==> src/rtl/beep_sequencer_if.sv <==
// Effect request / note output bundle between game logic and the beep sequencer.
//   req     : per-effect one-shot requests, bit 0 is highest priority
//   mute    : silences fre_num without disturbing sequencing
//   fre_num : 5-bit note code to the tone divider, 0 = silence
//   busy    : an effect is being loaded or played
//   grant   : one-hot pulse when an effect starts
//   done    : pulse when an effect completes naturally
interface beep_sequencer_if;
  logic [3:0] req;
  logic       mute;
  logic [4:0] fre_num;
  logic       busy;
  logic [3:0] grant;
  logic       done;

  modport master (
    output req,
    output mute,
    input  fre_num,
    input  busy,
    input  grant,
    input  done
  );

  modport slave (
    input  req,
    input  mute,
    output fre_num,
    output busy,
    output grant,
    output done
  );
endinterface

==> src/rtl/beep_sequencer.sv <==
// Sound-effect scheduler: latches effect requests, arbitrates by fixed
// priority (req[0] highest) and plays each effect's note sequence from a
// small ROM, with timed notes and silent gaps between them.
// Ports:
//   clk : system clock
//   rst : synchronous active-high reset
//   bus : beep_sequencer_if.slave (req/mute in, fre_num/busy/grant/done out)
module beep_sequencer #(
  parameter int unsigned CLK_HZ    = 12000000,
  parameter int unsigned TICK_DIV  = 120000,
  parameter int unsigned GAP_TICKS = 2
) (
  input  logic             clk,
  input  logic             rst,
  beep_sequencer_if.slave  bus
);

  localparam int unsigned N_EFF  = 4;
  localparam int unsigned EFF_W  = 2;
  localparam int unsigned STEP_W = 3;
  localparam int unsigned NOTE_W = 5;
  localparam int unsigned TICK_W = 5;
  localparam int unsigned CYC_W  = $clog2(TICK_DIV);
  localparam int unsigned ROM_W  = NOTE_W + TICK_W;

  // Reject parameter sets the timing scheme cannot represent.
  if (TICK_DIV < 2 || GAP_TICKS < 1 || TICK_DIV > CLK_HZ) begin : g_param_check
    $error("beep_sequencer: illegal TICK_DIV/GAP_TICKS/CLK_HZ combination");
  end

  typedef enum logic [1:0] {
    S_IDLE,
    S_LOAD,
    S_PLAY,
    S_GAP
  } state_e;

  // Effect ROM: {note, ticks}; a zero note or step 4 marks the end.
  function automatic logic [ROM_W-1:0] rom_entry(input logic [EFF_W-1:0]  eff,
                                                 input logic [STEP_W-1:0] step);
    logic [ROM_W-1:0] e;
    e = '0;
    unique case (eff)
      2'd0: begin
        case (step)
          3'd0:    e = {5'd12, 5'd3};
          default: e = '0;
        endcase
      end
      2'd1: begin
        case (step)
          3'd0:    e = {5'd8,  5'd8};
          3'd1:    e = {5'd10, 5'd8};
          3'd2:    e = {5'd12, 5'd8};
          3'd3:    e = {5'd15, 5'd16};
          default: e = '0;
        endcase
      end
      2'd2: begin
        case (step)
          3'd0:    e = {5'd10, 5'd10};
          3'd1:    e = {5'd8,  5'd10};
          3'd2:    e = {5'd5,  5'd20};
          default: e = '0;
        endcase
      end
      default: begin
        case (step)
          3'd0:    e = {5'd8,  5'd5};
          3'd1:    e = {5'd8,  5'd5};
          3'd2:    e = {5'd12, 5'd10};
          default: e = '0;
        endcase
      end
    endcase
    return e;
  endfunction

  state_e             state_q, state_d;
  logic [N_EFF-1:0]   pending_q, pending_d;
  logic [EFF_W-1:0]   active_q, active_d;
  logic [STEP_W-1:0]  step_q, step_d;
  logic [CYC_W-1:0]   cyc_q, cyc_d;
  logic [TICK_W-1:0]  tick_q, tick_d;
  logic [NOTE_W-1:0]  fre_num_q, fre_num_d;
  logic               busy_q;
  logic [N_EFF-1:0]   grant_q, grant_d;
  logic               done_q, done_d;

  logic [EFF_W-1:0]   sel_idx;
  logic [N_EFF-1:0]   sel_oh;
  logic [N_EFF-1:0]   pend_clr;
  logic [STEP_W-1:0]  step_inc;
  logic [ROM_W-1:0]   rom_cur, rom_nxt, rom_d;
  logic [TICK_W-1:0]  last_tick;
  logic               tick_wrap, phase_end, end_next, preempt, go_load;

  // Lowest-index pending request wins arbitration.
  always_comb begin
    sel_idx = '0;
    for (int i = N_EFF - 1; i >= 0; i--) begin
      if (pending_q[i]) sel_idx = EFF_W'(i);
    end
    sel_oh = N_EFF'(4'b0001 << sel_idx);
  end

  // Phase timing: cycle counter makes ticks, tick counter measures the phase.
  always_comb begin
    step_inc  = step_q + 3'd1;
    rom_cur   = rom_entry(active_q, step_q);
    rom_nxt   = rom_entry(active_q, step_inc);
    end_next  = (step_inc == 3'd4) || (rom_nxt[ROM_W-1:TICK_W] == '0);
    last_tick = (state_q == S_PLAY) ? (rom_cur[TICK_W-1:0] - 5'd1)
                                    : TICK_W'(GAP_TICKS - 1);
    tick_wrap = (cyc_q == CYC_W'(TICK_DIV - 1));
    phase_end = tick_wrap && (tick_q == last_tick);
    // Any pending request above the active effect aborts it.
    preempt   = |(pending_q & N_EFF'((4'b0001 << active_q) - 4'b0001));
  end

  // Next-state and registered-output logic.
  always_comb begin
    state_d  = state_q;
    active_d = active_q;
    step_d   = step_q;
    cyc_d    = '0;
    tick_d   = '0;
    grant_d  = '0;
    done_d   = 1'b0;
    pend_clr = '0;
    go_load  = 1'b0;

    unique case (state_q)
      S_IDLE: go_load = |pending_q;
      S_LOAD: state_d = S_PLAY;
      S_PLAY, S_GAP: begin
        if (preempt) begin
          go_load = 1'b1;
        end else if (!phase_end) begin
          cyc_d  = tick_wrap ? '0 : cyc_q + 1'b1;
          tick_d = tick_wrap ? tick_q + 5'd1 : tick_q;
        end else if (state_q == S_PLAY) begin
          state_d = S_GAP;
        end else if (end_next) begin
          done_d = 1'b1;
          if (|pending_q) go_load = 1'b1;
          else            state_d = S_IDLE;
        end else begin
          step_d  = step_inc;
          state_d = S_PLAY;
        end
      end
      default: state_d = S_IDLE;
    endcase

    if (go_load) begin
      state_d  = S_LOAD;
      active_d = sel_idx;
      step_d   = '0;
      grant_d  = sel_oh;
      pend_clr = sel_oh;
    end

    rom_d     = rom_entry(active_d, step_d);
    fre_num_d = (state_d == S_PLAY) ? rom_d[ROM_W-1:TICK_W] : '0;
    // A request coinciding with its own grant survives the clear.
    pending_d = (pending_q & ~pend_clr) | bus.req;
  end

  // State and output registers.
  always_ff @(posedge clk) begin
    if (rst) begin
      state_q   <= S_IDLE;
      pending_q <= '0;
      active_q  <= '0;
      step_q    <= '0;
      cyc_q     <= '0;
      tick_q    <= '0;
      fre_num_q <= '0;
      busy_q    <= 1'b0;
      grant_q   <= '0;
      done_q    <= 1'b0;
    end else begin
      state_q   <= state_d;
      pending_q <= pending_d;
      active_q  <= active_d;
      step_q    <= step_d;
      cyc_q     <= cyc_d;
      tick_q    <= tick_d;
      fre_num_q <= fre_num_d;
      busy_q    <= (state_d != S_IDLE);
      grant_q   <= grant_d;
      done_q    <= done_d;
    end
  end

  // Mute gates the registered note without touching sequencing.
  assign bus.fre_num = bus.mute ? '0 : fre_num_q;
  assign bus.busy    = busy_q;
  assign bus.grant   = grant_q;
  assign bus.done    = done_q;

endmodule

==> src/flat_wrapper.sv <==
// flat-port wrapper written by rule: the top's interface ports become plain ports
module beep_sequencer_flat 
#(
  parameter int unsigned CLK_HZ    = 12000000,
  parameter int unsigned TICK_DIV  = 120000,
  parameter int unsigned GAP_TICKS = 2
)
  (clk, rst, bus_req, bus_mute, bus_fre_num, bus_busy, bus_grant, bus_done);
  beep_sequencer_if bus_i ();
  input  logic clk;
  input  logic rst;
  input wire logic [$bits(bus_i.req)-1:0] bus_req;
  input wire logic [$bits(bus_i.mute)-1:0] bus_mute;
  output wire logic [$bits(bus_i.fre_num)-1:0] bus_fre_num;
  output wire logic [$bits(bus_i.busy)-1:0] bus_busy;
  output wire logic [$bits(bus_i.grant)-1:0] bus_grant;
  output wire logic [$bits(bus_i.done)-1:0] bus_done;
  assign bus_i.req = bus_req;
  assign bus_i.mute = bus_mute;
  assign bus_fre_num = bus_i.fre_num;
  assign bus_busy = bus_i.busy;
  assign bus_grant = bus_i.grant;
  assign bus_done = bus_i.done;
  beep_sequencer #(.CLK_HZ(CLK_HZ), .TICK_DIV(TICK_DIV), .GAP_TICKS(GAP_TICKS)) u_core (.clk(clk), .rst(rst), .bus(bus_i));
endmodule
==> config.mk <==
export PLATFORM = sky130hd
export DESIGN_NAME = beep_sequencer_flat
export DESIGN_NICKNAME = d
export VERILOG_FILES = /design/src/rtl/beep_sequencer_if.sv /design/src/rtl/beep_sequencer.sv /design/src/flat_wrapper.sv
export SDC_FILE = /design/constraint.sdc
export NUM_CORES = 1
export LEC_CHECK = 0
export ABC_AREA = 1
export CORE_ASPECT_RATIO = 1.25
export CORE_MARGIN = 2
export CORE_UTILIZATION = 55
export CTS_CLUSTER_DIAMETER = 80
export DETAILED_ROUTE_END_ITERATION = 7
export PLACE_DENSITY = 0.86
export SLEW_MARGIN = 30
export SYNTH_ARGS = -nofsm -noshare
export SYNTH_HDL_FRONTEND = slang
export SYNTH_SLANG_ARGS = --single-unit
==> constraint.sdc <==
create_clock -name clk -period 8.6 [get_ports clk]
set_input_delay 2.15 -clock clk [delete_from_list [all_inputs] [get_ports clk]]
set_output_delay 2.15 -clock clk [all_outputs]
set_load 0.01 [all_outputs]
==> results by group, run 1 <==
Clocking
  • Clk root buf: clkbuf_8
  • TritonCTS Buffers: 5
  • H-Tree Depth: 2
  • Clk slew on worst S/H paths: 0.08 ns
  • Max Root-Sink Buffers: 2
  • Resize count post-CTS: 0
  • CTS Sinks: 43
  • Insertion delay to the later sink of the worst-skew pair: 0.31 ns
  • CTS tree: yes
  • Setup Fix Bufs, Post-CTS: 0
  • CTS Hold Buffers Added: 0

Logic synthesis
  • Avg Cell Area, Syn: 6.64 µm²
  • Simple-Gate Fraction of Synth Area: 43.5%
  • Ys async rst share: 0%
  • Synth top area share: 33.9%
  • Post-Synth Adder-Cell Area: 4.44%
  • Yosys warnings: 0
  • Compound-Gate Fraction of Synth Area: 6.31%
  • Seq/Total Area, Yosys: 33.9%
  • Synthesized netlist net count: 398
  • Mux cell area share after synthesis: 0%
  • Number of distinct standard cells referenced by the synthesized netlist: 38
  • Largest family of logic cells by synthesized area: simple AND/OR/NAND/NOR gates
  • Synth Area in XOR/XNOR: 0.691%
  • Synth area leader: dfxtp_1
  • Synth Flop Type: dfxtp_1
  • EDFF count, synth: 0
  • Most area-consuming cells after synthesis: dfxtp_1 34%, nand2_1 10%, nor2_1 9.8%
  • Number of synthesized register bits: 43
  • Synthesized area: 2540 µm²
  • Synth Instances: 382

Layout
  • # diodes: 0
  • Most frequent cells in the layout: 70 x nand2_1, 66 x nor2_1, 55 x inv_1, 43 x dfxtp_1, 26 x nand3_1
  • Most common cell after layout, fill and taps aside: nand2_1
  • Area growth from synthesis to layout: 11.6%
  • Post-layout nets: 416
  • Post-layout util: 64.0%
  • Share of cells above drive strength 1: 13.2%

Placed design
  • Post-DP HPWL: 3880 µm
  • DP Worst Slack: 3.15 ns
  • GP Congestion: 0.851
  • IO Port Bufs: 16

Drt
  • Drt initial violations: 146
  • DRC Markers: 0
  • Routed vias: 2,366
  • WL/cell: 11.0 µm
  • WL final: 5070 µm
  • First-pass detailed-route iteration total: 4
  • Final ANT Viol Nets: 0
  • Via density: 5.15

STA
  • Final worst clock skew: 0.00743 ns
  • Period utilization: 63.2%
  • Final setup fails: 0
  • Tmin final: 5.43 ns
  • Max Transition Viols Final: 0
  • Setup TNS: 0 ns
  • Slew at the pin closest to its max-slew limit: 0.600 ns
  • Final hold vios: 0
  • RSZ-0062 raised after global routing: no
  • Max transition margin: 59.6%
  • Setup WS post-layout: 3.17 ns
  • FMAX: 184 MHz

Worst setup path
  • Worst path required time: 6.45 ns
  • End of the critical path: bus_fre_num[1]
  • Kind of critical path: primary input to output port
  • R2r endpoint: u_core.fre_num_q[0]
  • Critical Path, Cell by Cell: clkdlybuf4s50_1, nor2_1, clkdlybuf4s50_1
  • Reg2Reg Setup Slack: 5.47 ns
  • Slowest CP cell: clkdlybuf4s50_1
  • Critical Path End Type: output port
  • Startpoint types: primary input
  • Worst r2r src: u_core.step_q[0]
  • Worst-path maximum fanout: 4
  • Worst EP arrival: 3.28 ns
  • Worst R2R Path Depth: 23
  • CP peak stage delay: 0.54 ns
  • Setup crit start: bus_mute
  • Crit path top cell by count: clkdlybuf4s50_1

Die
  • Core Footprint: 4430 µm²
  • # IOs: 18
  • Die footprint: 5170 µm²
  • Die H: 79.9 µm
  • # rows: 27
  • Starting Density: 57.3%
  • DIE WIDTH: 64.7 µm

Pwr
  • Power Density: 152 nW/µm²
  • Total leakage power: 1.21 nW
  • VDD IR max: 0.000126 V

Status
  • Status: completed

GRT
  • Global-route wire length before repair: 8850 µm
  • GRT Util Overall: 21.8%
  • Vias in the first global route: 2,229
  • Initial antenna violation count: 0
  • Grt ovf: 0
  • Largest net degree at the start of global routing: 18

Min path
  • Hold Crit Start: u_core.cyc_q[0]
  • HP Class: register to register

Flow run
  • Max Cap Viol: 0
-- Yosys cell counts (2+ instances only) --
library cell	instances
a21oi_1	16
clkbuf_1	3
dfxtp_1	43
ha_1	9
inv_1	55
inv_2	13
nand2_1	70
nand2_2	15
nand3_1	26
nand3_2	4
nand3b_1	2
nand4_1	13
nor2_1	66
nor2_2	5
nor2_4	4
nor3_1	10
nor3b_1	5
o21ai_0	2
o21ai_1	2
-- flip-flops by register name (all words and copies together) (netlist names) --
signal,flops
u_core.step_q,3
u_core.pending_q,4
u_core.state_q,2
u_core.bus.grant,4
u_core.cyc_q,17
u_core.bus.done,1
u_core.fre_num_q,4
u_core.bus.busy,1
u_core.tick_q,5
u_core.active_q,2
-- power breakdown --
part           total (mW)  internal (mW)  switching (mW)  leakage (nW)
clock               0.128         0.0568          0.0707        0.0412
combinational      0.0893         0.0318          0.0575         0.822
sequential          0.213          0.206         0.00743         0.349
total               0.430          0.295           0.136          1.21
-- area by class of cell --
type | instances | area [µm²]
Inverter | 68 | 255
Fill cell | 402 | 1600
Multi-Input combinational cell | 266 | 1400
Clock inverter | 2 | 12.5
Sequential cell | 43 | 861
Tap cell | 58 | 72.6
Clock buffer | 6 | 72.6
Timing Repair Buffer | 16 | 160
-- worst min path at each step --
stage	endpoint	slack (ns)	depth (start not counted)
finish	u_core.cyc_q[0]	0.46	1
global route	u_core.cyc_q[0]	0.50	1
CTS	u_core.cyc_q[0]	0.47	1
detailed placement	u_core.cyc_q[0]	0.45	1
global placement	u_core.cyc_q[0]	0.43	1
floorplan	u_core.cyc_q[0]	0.42	1
-- per-stage QoR --
stage,instances,area [µm²],hold WS [ns],total power [mW]
floorplan,382,2540,0.418,0.286
global placement,451,2750,0.433,0.304
detailed placement,451,2750,0.451,0.307
CTS,459,2830,0.470,0.432
global route,459,2830,0.501,0.454
finish,459,2830,0.463,0.430
-- metal layers --
layer,vias up,routed length (µm),track usage [%]
met5,-,0,0
met4,0,129,12.3
met3,10,162,5.36
met2,40,2690,41.1
met1,1076,2080,21.2
li1,1240,-,-
-- critical path: cells and delay by family --
family / cells / cell delay [ns]
buf+inv: 2 / 1.00
simple gates: 1 / 0.13
-- cells by family (layout without fill, tap and decap cells) --
group,count (synthesis),in the layout
buf+inv,73,92
flops,43,43
fa+ha+maj,9,9
xor+xnor,2,2
simple gates,226,226
compound gates,28,28
other cells,1,1
No activity file was read; power rests on OpenSTA's default activity.
==> run 2: changes to the inputs <==
--- a/config.mk
+++ b/config.mk
@@ -8,10 +8,10 @@
 export ABC_AREA = 1
 export CORE_ASPECT_RATIO = 1.25
 export CORE_MARGIN = 2
-export CORE_UTILIZATION = 55
+export CORE_UTILIZATION = 53
 export CTS_CLUSTER_DIAMETER = 80
 export DETAILED_ROUTE_END_ITERATION = 7
-export PLACE_DENSITY = 0.86
+export PLACE_DENSITY = 0.87
 export SLEW_MARGIN = 30
 export SYNTH_ARGS = -nofsm -noshare
 export SYNTH_HDL_FRONTEND = slang
==> constraint.sdc (replaced) <==
create_clock -name clk -period 4.96 [get_ports clk]
set_input_delay 1.24 -clock clk [delete_from_list [all_inputs] [get_ports clk]]
set_output_delay 1.24 -clock clk [all_outputs]
set_load 0.01 [all_outputs]
==> run 2 against run 1 <==
Combinational power rose by 74%. Critical path type unchanged. Wire length up 1.0%. Final cell count grew 0.44%. Via count decreased by 0.59%. Die area grew 3.6%. Register-to-register slack lost 3.7 ns. Power grew 73%. Clock-buffer cell count stayed put. Non-clock buffer count unchanged. Flip-flop and latch count is the same. Hold slack got worse by 0.00082 ns.
==> results by group, run 2 (synthesized netlist as in run 1, its figures left out) <==
Status
  • Status: completed

Clocking
  • CTS Sinks: 43
  • Max Root-Sink Buffers: 2
  • Clk slew on worst S/H paths: 0.08 ns
  • TritonCTS Buffers: 5
  • CTS tree: yes
  • CTS Hold Buffers Added: 0
  • Clk root buf: clkbuf_8
  • Setup Fix Bufs, Post-CTS: 0
  • Insertion delay to the later sink of the worst-skew pair: 0.30 ns
  • Resize count post-CTS: 0
  • H-Tree Depth: 2

GRT
  • Global-route wire length before repair: 8910 µm
  • GRT Util Overall: 21.1%
  • Largest net degree at the start of global routing: 18
  • Grt ovf: 0
  • Vias in the first global route: 2,192
  • Initial antenna violation count: 0

STA
  • Slew at the pin closest to its max-slew limit: 0.582 ns
  • Tmin final: 3.61 ns
  • Final setup fails: 0
  • FMAX: 277 MHz
  • Max transition margin: 61.1%
  • RSZ-0062 raised after global routing: no
  • Final hold vios: 0
  • Worst Hold Slack: 0.462 ns
  • Final worst clock skew: 0.0116 ns
  • Period utilization: 72.8%
  • Setup TNS: 0 ns
  • Setup WS post-layout: 1.35 ns
  • Max Transition Viols Final: 0

Drt
  • Routed vias: 2,352
  • First-pass detailed-route iteration total: 5
  • Via density: 5.10
  • Final ANT Viol Nets: 0
  • DRC Markers: 0
  • Drt initial violations: 105
  • WL/cell: 11.1 µm
  • WL final: 5120 µm

Placed design
  • Cell Area, Placed: 2750 µm²
  • IO Port Bufs: 16
  • GP Congestion: 0.899
  • DP Worst Slack: 1.35 ns
  • Post-DP HPWL: 4090 µm

Pwr
  • Final Power: 746 µW
  • Seq pwr share: 49.7%
  • VDD IR max: 0.000193 V
  • Switching Fraction: 31.5%
  • Switching power: 235 µW
  • Total leakage power: 1.21 nW
  • Power Density: 263 nW/µm²
  • Internal: 511 µW
  • Clk pwr share: 29.6%
  • Combinational share of power: 20.7%

Layout
  • Top reg by flops: u_core.cyc_q
  • Largest regs: u_core.cyc_q: 17 flops, u_core.tick_q: 5 flops
  • Area growth from synthesis to layout: 11.7%
  • Most frequent cells in the layout: 70 x nand2_1, 66 x nor2_1, 55 x inv_1, 43 x dfxtp_1, 26 x nand3_1
  • Post-layout nets: 416
  • Fill count: 434
  • Share of cells above drive strength 1: 13.2%
  • Max reg flops: 17
  • Final instance area: 2830 µm²
  • # diodes: 0
  • Most common cell after layout, fill and taps aside: nand2_1

Worst setup path
  • Critical Path End Type: output port
  • Startpoint types: primary input
  • Worst-path maximum fanout: 4
  • Worst r2r src: u_core.step_q[0]
  • Setup crit start: bus_mute
  • Worst EP arrival: 2.37 ns
  • Kind of critical path: primary input to output port
  • Worst path required time: 3.72 ns

Min path
  • HP Class: register to register
  • Hold Crit Start: u_core.cyc_q[0]

Die
  • DIE WIDTH: 65.9 µm
  • Die footprint: 5360 µm²
  • Core Footprint: 4660 µm²
  • Starting Density: 54.4%
  • # rows: 28
  • Die H: 81.3 µm
  • # IOs: 18

Flow run
  • Max Cap Viol: 0
==> run 2: worst paths after layout <==
kind / end / slack (ns) / cells after the start
max: bus_fre_num[0] / 1.35 / 3
min: u_core.cyc_q[0] / 0.46 / 1
max reg2reg: u_core.fre_num_q[0] / 1.81 / 23
min reg2reg: u_core.cyc_q[0] / 0.46 / 1
==> run 2: cell type report <==
class | count | area [µm²] | share of cell area, %
Multi-Input combinational cell | 266 | 1400 | 49.3
Sequential cell | 43 | 861 | 30.4
Inverter | 68 | 255 | 9.01
Timing Repair Buffer | 16 | 160 | 5.65
Tap cell | 60 | 75.1 | 2.65
Clock buffer | 6 | 72.6 | 2.56
Clock inverter | 2 | 12.5 | 0.442
==> run 2: stage by stage <==
stage,instances,util [%]
3_5_place_dp,453,59.0
3_3_place_gp,453,59.0
4_1_cts,461,60.8
6_report,461,60.8
2_1_floorplan,382,-
5_1_grt,461,60.8
==> run 2: critical path, cell delays in order <==
cell and delay (ns):
clkdlybuf4s50_1 0.46, nor2_1 0.13, clkdlybuf4s50_1 0.55
==> run 2: metal layers <==
metal / GRT usage [%] / up-vias / routed length [µm]
li1: - / 1235 / -
met3: 4.02 / 15 / 159
met5: 0 / - / 0
met4: 8.13 / 0 / 133
met1: 21.3 / 1061 / 2080
met2: 41.5 / 41 / 2740
==> run 2: power by group through the flow <==
stage                     clock [mW]  combinational (mW)  sequential, mW
after CTS                      0.225               0.156           0.371
after global placement             0               0.149           0.378
final                          0.221               0.155           0.371
after global routing           0.236               0.176           0.373
after floorplan                    0               0.120           0.375
after detailed placement           0               0.154           0.379
